==> config.mk <==
export PLATFORM = sky130hd
export DESIGN_NAME = fifo1_rd_packer
export DESIGN_NICKNAME = d
export VERILOG_FILES = /design/src/rtl/fifo1_pkg.sv /design/src/rtl/fifo1_out_slice.sv /design/src/rtl/fifo1_rd_packer.sv
export SDC_FILE = /design/constraint.sdc
export NUM_CORES = 1
export LEC_CHECK = 0
export ABC_AREA = 1
export CAP_MARGIN = 10
export CORE_MARGIN = 3
export CORE_UTILIZATION = 32
export CTS_CLUSTER_DIAMETER = 200
export DETAILED_ROUTE_END_ITERATION = 10
export PLACE_DENSITY = 0.48
export SLEW_MARGIN = 20
export SYNTH_ARGS = -nofsm -noshare
export SYNTH_HDL_FRONTEND = slang
export SYNTH_SLANG_ARGS = --single-unit
==> constraint.sdc <==
create_clock -name rclk -period 2.3 [get_ports rclk]
set_input_delay 0.23 -clock rclk [delete_from_list [all_inputs] [get_ports rclk]]
set_output_delay 0.23 -clock rclk [all_outputs]
set_load 0.02 [all_outputs]
==> src/rtl/fifo1_pkg.sv <==
// Shared constants, state encoding and keep-mask helper for the fifo1 read-side packer.
package fifo1_pkg;

  localparam int FIFO1_DSIZE    = 8;
  localparam int FIFO1_PACK     = 4;
  localparam int FIFO1_CNT_W    = $clog2(FIFO1_PACK) + 1;
  localparam int FIFO1_MAX_PACK = 8;

  typedef enum logic [0:0] {FILL = 1'b0, FLUSH_WAIT = 1'b1} fifo1_state_e;

  localparam logic [0:0] ST_FILL       = FILL;
  localparam logic [0:0] ST_FLUSH_WAIT = FLUSH_WAIT;

  // Thermometer mask of the lanes holding data; MSB-first fills from lane pack-1 downward.
  function automatic logic [FIFO1_MAX_PACK-1:0] keep_from_cnt(input int cnt, input int pack,
                                                              input bit msb_first);
    logic [FIFO1_MAX_PACK-1:0] k;
    k = '0;
    for (int i = 0; i < FIFO1_MAX_PACK; i++) begin
      if (msb_first) k[i] = (i < pack) && (i >= pack - cnt);
      else           k[i] = (i < cnt);
    end
    return k;
  endfunction

endpackage

==> src/rtl/fifo1_out_slice.sv <==
// Valid/ready output register for the packer; accepts a new word only when empty or draining.
module fifo1_out_slice
  import fifo1_pkg::*;
#(
  parameter int W = FIFO1_DSIZE * FIFO1_PACK,
  parameter int K = FIFO1_PACK
) (
  input  logic         clk,
  input  logic         rst,
  input  logic         load,
  input  logic [W-1:0] load_data,
  input  logic [K-1:0] load_keep,
  input  logic         ready,
  output logic [W-1:0] data,
  output logic [K-1:0] keep,
  output logic         valid,
  output logic         free
);

  assign free = !valid || ready;

  always_ff @(posedge clk or posedge rst) begin
    if (rst) begin
      data  <= '0;
      keep  <= '0;
      valid <= 1'b0;
    end else if (load && free) begin
      data  <= load_data;
      keep  <= load_keep;
      valid <= 1'b1;
    end else if (ready) begin
      valid <= 1'b0;
    end
  end

endmodule

==> src/rtl/fifo1_rd_packer.sv <==
// Packs PACK bytes from the fifo1 read port into one keep-masked valid/ready word.
// Define FIFO1_RD_PACKER_MSB_FIRST_EN to place the first byte of each word in the top lane.
module fifo1_rd_packer
  import fifo1_pkg::*;
#(
  parameter int DSIZE = FIFO1_DSIZE,
  parameter int PACK  = FIFO1_PACK
) (
  input  logic                  rclk,
  input  logic                  rrst,
  input  logic [DSIZE-1:0]      rdata,
  input  logic                  rempty,
  output logic                  rinc,
  input  logic                  flush,
  output logic [DSIZE*PACK-1:0] out_data,
  output logic [PACK-1:0]       out_keep,
  output logic                  out_valid,
  input  logic                  out_ready
);

  localparam int CW = $clog2(PACK) + 1;
`ifdef FIFO1_RD_PACKER_MSB_FIRST_EN
  localparam bit MSB_FIRST = 1'b1;
`else
  localparam bit MSB_FIRST = 1'b0;
`endif

  typedef logic [CW-1:0] cnt_t;

  cnt_t                  cnt, cnt_pop, cnt_d, lane;
  logic [DSIZE*PACK-1:0] acc, acc_pop, acc_d, load_data;
  logic [PACK-1:0]       load_keep, keep_part;
  logic [FIFO1_MAX_PACK-1:0] keep_full;
  logic [0:0]            state, state_d;
  logic                  out_free, load, complete;

  // The last lane may only be filled when the output register can take the finished word.
  assign rinc = !rrst && !rempty && (state == ST_FILL) &&
                ((cnt < cnt_t'(PACK - 1)) || out_free);

  always_comb begin
    lane    = MSB_FIRST ? (cnt_t'(PACK - 1) - cnt) : cnt;
    acc_pop = acc;
    for (int i = 0; i < PACK; i++) begin
      if (rinc && (lane == cnt_t'(i))) acc_pop[i*DSIZE +: DSIZE] = rdata;
    end
    cnt_pop   = rinc ? (cnt + cnt_t'(1)) : cnt;
    complete  = rinc && (cnt == cnt_t'(PACK - 1));
    keep_full = keep_from_cnt(int'(cnt_pop), PACK, MSB_FIRST);
    keep_part = keep_full[PACK-1:0];

    load      = 1'b0;
    load_data = acc_pop;
    load_keep = '1;
    cnt_d     = cnt_pop;
    acc_d     = acc_pop;
    state_d   = state;

    if (state == ST_FLUSH_WAIT) begin
      if (out_free) begin
        load      = 1'b1;
        load_keep = keep_part;
        cnt_d     = '0;
        acc_d     = '0;
        state_d   = ST_FILL;
      end
    end else if (complete) begin
      // A flush landing on the completing pop is satisfied by the full word itself.
      load  = 1'b1;
      cnt_d = '0;
      acc_d = '0;
    end else if (flush && (cnt_pop != '0)) begin
      if (out_free) begin
        load      = 1'b1;
        load_keep = keep_part;
        cnt_d     = '0;
        acc_d     = '0;
      end else begin
        state_d = ST_FLUSH_WAIT;
      end
    end
  end

  always_ff @(posedge rclk or posedge rrst) begin
    if (rrst) begin
      cnt   <= '0;
      acc   <= '0;
      state <= ST_FILL;
    end else begin
      cnt   <= cnt_d;
      acc   <= acc_d;
      state <= state_d;
    end
  end

  fifo1_out_slice #(.W(DSIZE * PACK), .K(PACK)) u_out (
    .clk       (rclk),
    .rst       (rrst),
    .load      (load),
    .load_data (load_data),
    .load_keep (load_keep),
    .ready     (out_ready),
    .data      (out_data),
    .keep      (out_keep),
    .valid     (out_valid),
    .free      (out_free)
  );

endmodule

==> results of run 1 <==
## worst min-delay path: stages, from the launching register on
cell,delay (ns)
dfrtp_1,0.34
nand2_1,0.05
o21ai_1,0.06
## area by class of cell
class	count	area share (%)
clock buffers	11	3.333
clock inverters	4	1.143
inverters	38	3.746
multi-input cells	209	26.92
flip-flops and latches	73	46.35
well taps	129	4.095
repair buffers	54	14.41
## metrics by stage
stage               hold WS [ns]  utilization [%]
global placement          0.4737            39.99
global route              0.5155            41.86
floorplan                 0.2453                -
CTS                       0.4958            41.86
finish                    0.4918            41.86
detailed placement        0.4776            39.99
## power by group through the flow
stage	Sequential, W	Clock [W]	Combinational (W)
global route	0.00193	0.00104	0.00245
global placement	0.00191	0	0.00219
detailed placement	0.00191	0	0.00220
CTS	0.00189	0.000985	0.00221
floorplan	0.00213	0	0.00124
finish	0.00188	0.000946	0.00216
## worst paths after layout
check | startpoint | endpoint | slack [ns]
max | cnt[0]$_DFF_PP0_ | rinc | 0.23
min | u_out.data[12]$_DFFE_PP0P_ | u_out.data[12]$_DFFE_PP0P_ | 0.49
max reg2reg | cnt[0]$_DFF_PP0_ | u_out.data[1]$_DFFE_PP0P_ | 0.29
min reg2reg | u_out.data[12]$_DFFE_PP0P_ | u_out.data[12]$_DFFE_PP0P_ | 0.49
max in group asynchronous | rrst | acc[22]$_DFF_PP0_ | 1.12
min in group asynchronous | rrst | u_out.data[10]$_DFFE_PP0P_ | 0.54
## synthesized netlist by cell type
| cell | instances |
|---|---|
| nand3_1 | 4 |
| buf_4 | 3 |
| nor2_4 | 2 |
| a21oi_4 | 1 |
| nand2_8 | 1 |
| nand3_2 | 4 |
| o21ai_0 | 23 |
| nand2_4 | 3 |
| ha_1 | 5 |
| inv_2 | 3 |
| mux2i_1 | 8 |
| clkbuf_1 | 3 |
| dfrtp_1 | 73 |
| inv_4 | 1 |
| inv_1 | 34 |
| nand2_2 | 4 |
| a21oi_1 | 3 |
| buf_6 | 7 |
| nor2_1 | 37 |
| o21ai_1 | 35 |
| nand2_1 | 79 |
## routing by layer
layer / share of wire (%) / wire length [um] / track usage [%]
met1: 50 / 3566 / 19.69
met2: 42 / 2998 / 19.25
met3: 5.1 / 363 / 4.324
met4: 2.0 / 142 / 5.342
met5: 0 / 0 / 0
## cells by family after synthesis
family	count (synthesis)	share of synthesized area (%)
and+or+nand+nor	134	18.97
DFF	73	58.07
AOI/OAI and AO/OA	62	10.22
buffers and inverters	51	8.194
muxes	8	2.546
adders and majority gates	5	1.989
## sequential cells by signal, summed over array words and instances, names as in the netlist
register,count
u_out.valid,1
u_out.data,32
acc,32
cnt,3
u_out.keep,4
state,1
==> flow_summary.toml, run 1 <==
[drt]
drtAntennaViolNets = 0
first_pass_iters = 4
wl_um = 7070
num_vias = 2276
drtIter0Drc = 53
wl_per_cell_um = 13.65
routed_via_density = 4.394
drc = 0

[timing]
setup_viol = 0
fmax_mhz = 482.3
worst_pin_slew_ns = 0.9566
finalHoldViolCount = 0
rsz0062_at_grt = "no"
final_max_slew_viol_count = 0
fin_ws_ns = 0.2267
skew_ns = 0.01101
min_period_ns = 2.073
max_slew_margin_pct = 36.22
setup_tns_ns = 0
timing.final.crit_share_pct = 90.14

[pwr]
pwr-share-clk_pct = 19.0
vdd_drop_max_v = 0.0003895
power_switching_w = 0.001941
swShare_pct = 38.90
finalPower_w = 0.004990
sequentialPowerShare_pct = 37.7
combPwrFrac_pct = 43.4
p_int_w = 0.003049
powerDensity_nw_per_um2 = 1266
power_leakage_nw = 1.948

[clock_tree]
clkTransAtPathRegs_ns = 0.07
cts_buffer_depth = 2
ctsHtreeMaxLevel = 3
ctsHoldBuffers = 0
cts-buffers-inserted = 9
cts.sinks = 73
cts_root_buf = "clkbuf_8"
post_cts_buffers = 0
cts_tree = "done"
ctsResizeCount = 0
clock_latency_ns = 0.34

[floorplanning]
die_area_um2 = 11060
io_pins = 51
rows = 35
die_w_um = 105.1
die_h_um = 105.1
coreArea_um2 = 9415
start_util_pct = 33.41

[critical_path]
critPathRequiredTime_ns = 2.07
critPathKind = "flip-flop to primary output"
cp_top_family = "buffers and inverters"
worstSetupPathDepth = 6
path_common_cell = "nand2_1"
rr_worst_depth = 11
cp_max_fo = 5
critical_path.slowest_cell = "clkdlybuf4s50_1"
worstPathCellList = "nand2_1 -> nand2_1 -> nand2_2 -> nand2_4 -> inv_4 -> clkdlybuf4s50_1"
cp.arrival_ns = 1.84
cp-end-kind = "primary output"
worstSetupStartpointType = "flip-flop"
critPathBufInv = 2
max_stage_delay_ns = 0.62

[synth]
synth.distinct_cells = 21
syn_area_um2 = 3146
synthCells = 333
ys_seq_area_share_pct = 58.07
yosysTopAreaCellShare_pct = 58.07
avgSynthCellArea_um2 = 9.446
synth_warnings = 0
synth_fp_nets = 351
synth.largest_area_cell = "dfrtp_1"
synth-seq-cells = 73
ys_top_cells_by_area = "dfrtp_1 58%, nand2_1 9.4%, o21ai_1 5.6%"

[grt]
grt.overflow.total = 0
grt_max_degree = 74
grt.total_usage_pct = 13.75
grt_pass1_wl_um = 11770
grt_pass1_vias = 2234
antenna_found_initial = 0

[finish]
final_cell_mix = "79 x nand2_1, 73 x dfrtp_1, 50 x clkdlybuf4s50_1"
final_area_um2 = 3941
diodes = 0
seqCellArea_um2 = 1827
area_growth_pct = 25.30
multi_input_area_um2 = 1061
nNetsFinal = 403
fin_cells = 518
layout_commonest_cell = "nand2_1"
layout-drive-gt1-share_pct = 9.254
nFillCells = 969

[placement]
gp_congestion = 0.7059
placed_cell_area_um2 = 3765
place_ws_ns = 0.1778
place_inst = 503
portBuffers = 50
place_hpwl_um = 4686

[job]
maxCapViolations = 0

[outcome]
status = "finished clean"

[hold_path]
min_path_type = "flip-flop to flip-flop"
hold_path_depth = 2
Power figures use the tool's default switching activity.
==> run 2: changes to the inputs <==
- clock period: 2.3 -> 2.55 ns (I/O delays scaled with it)
==> flow_summary.toml, run 2 (same netlist as run 1, synthesis figures left out) <==
[finish]
final_cell_mix = "79 x nand2_1, 73 x dfrtp_1, 50 x clkdlybuf4s50_1"
area_growth_pct = 26.29
nFillCells = 981
nNetsFinal = 404
layout-drive-gt1-share_pct = 10.23
final_area_um2 = 3973
reg.largest.list = "acc: 32 flops, u_out.data: 32 flops, u_out.keep: 4 flops"
layout_commonest_cell = "nand2_1"
diodes = 0

[drt]
first_pass_iters = 4
wl_per_cell_um = 13.56
routed_via_density = 4.331
wl_um = 7049
drtIter0Drc = 94
drtAntennaViolNets = 0
drc = 0
num_vias = 2252

[clock_tree]
clock_latency_ns = 0.34
post_cts_buffers = 0
clkTransAtPathRegs_ns = 0.08
ctsHoldBuffers = 0
cts-buffers-inserted = 9
cts.sinks = 73
cts_buffer_depth = 2
cts_tree = "done"
ctsResizeCount = 0
cts_root_buf = "clkbuf_8"
ctsHtreeMaxLevel = 3

[timing]
min_period_ns = 2.137
setup_viol = 0
finalHoldViolCount = 0
fmax_mhz = 468.0
skew_ns = 0.006515
max_slew_margin_pct = 38.30
final_max_slew_viol_count = 0
rsz0062_at_grt = "no"
worst_pin_slew_ns = 0.9255
setup_tns_ns = 0
timing.final.crit_share_pct = 83.79

[floorplanning]
die_w_um = 105.1
io_pins = 51
rows = 35
die_h_um = 105.1
coreArea_um2 = 9415
start_util_pct = 33.41
die_area_um2 = 11060

[grt]
grt.overflow.total = 0
grt_max_degree = 74
grt_pass1_wl_um = 12140
antenna_found_initial = 0
grt.total_usage_pct = 14.08
grt_pass1_vias = 2311

[outcome]
status = "finished clean"

[placement]
placed_cell_area_um2 = 3757
portBuffers = 50
gp_congestion = 0.6973
place_hpwl_um = 4629

[critical_path]
cp-end-kind = "flip-flop"
critPathKind = "flip-flop to flip-flop"
startpoint = "cnt[0]$_DFF_PP0_"
r2r-start = "cnt[0]$_DFF_PP0_"
cp.arrival_ns = 2.41
worstSetupStartpointType = "flip-flop"
cp_max_fo = 27
reg2reg_slack_ns = 0.41
critPathRequiredTime_ns = 2.82

[pwr]
vdd_drop_max_v = 0.0004143
powerDensity_nw_per_um2 = 1156
power_leakage_nw = 1.959

[job]
maxCapViolations = 0

[hold_path]
min_path_type = "flip-flop to flip-flop"
min_from = "u_out.data[14]$_DFFE_PP0P_"
## run 2: changes by cell type in the layout (fill, tap and decap cells not counted), sizes merged
cell      delta
clkinv       -2
clkinvlp     +2
clkbuf       +1
buf          +1
## run 2: final timing paths
kind / end / cells past startpoint
worst max register to register: u_out.data[28]$_DFFE_PP0P_ / 11
max in group asynchronous: acc[27]$_DFF_PP0_ / 3
worst min register to register: u_out.data[14]$_DFFE_PP0P_ / 2
worst min-delay path: u_out.data[14]$_DFFE_PP0P_ / 2
min in group asynchronous: u_out.keep[2]$_DFFE_PP0P_ / 3
worst max-delay path: u_out.data[28]$_DFFE_PP0P_ / 11
## run 2: cell type report
cell class,instances,area (um2),area share [%]
Inverter,38,145.1,3.654
Tap cell,129,161.4,4.063
Multi-Input combinational cell,209,1061,26.71
Clock buffer,12,165.2,4.157
Clock inverter,4,50.05,1.260
Sequential cell,73,1827,45.98
Timing Repair Buffer,55,563.0,14.17
## run 2: layer usage
| metal | part of all wire, % | wire length [um] | track usage [%] | up-vias |
|---|---|---|---|---|
| li1 | - | - | - | 1147 |
| met1 | 50 | 3501 | 19.54 | 1037 |
| met2 | 43 | 3030 | 20.30 | 56 |
| met3 | 5.5 | 391 | 5.559 | 12 |
| met4 | 1.8 | 126 | 4.030 | 0 |
| met5 | 0 | 0 | 0 | - |
## run 2: power by group
part           internal [W]  leakage, nW  switching [W]
Clock              0.000530        0.105       0.000424
Sequential          0.00152        0.984       0.000172
Combinational      0.000773        0.870        0.00117
Total               0.00283         1.96        0.00177
## run 2: worst max-delay path, stage by stage, from the launching register on
cell     delay, ns
dfrtp_1       0.44
ha_1          0.22
ha_1          0.28
nand3_1       0.09
nand2_2       0.12
nand3_2       0.13
nand2_4       0.10
nand2_2       0.06
nand2_4       0.25
buf_4         0.24
nand2_1       0.06
o21ai_1       0.07
## run 2: stage by stage
step	instances	hold slack (ns)	utilization, %	power, W	worst slack [ns]
6_report	520	0.4914	42.19	0.004592	0.4133
5_1_grt	520	0.5167	42.19	0.004978	0.2361
4_1_cts	520	0.4960	42.19	0.004677	0.3841
3_5_place_dp	504	0.4754	39.91	0.003686	0.2624
3_3_place_gp	504	0.4794	39.91	0.003682	0.3325
2_1_floorplan	333	0.4364	-	0.003042	0.02604
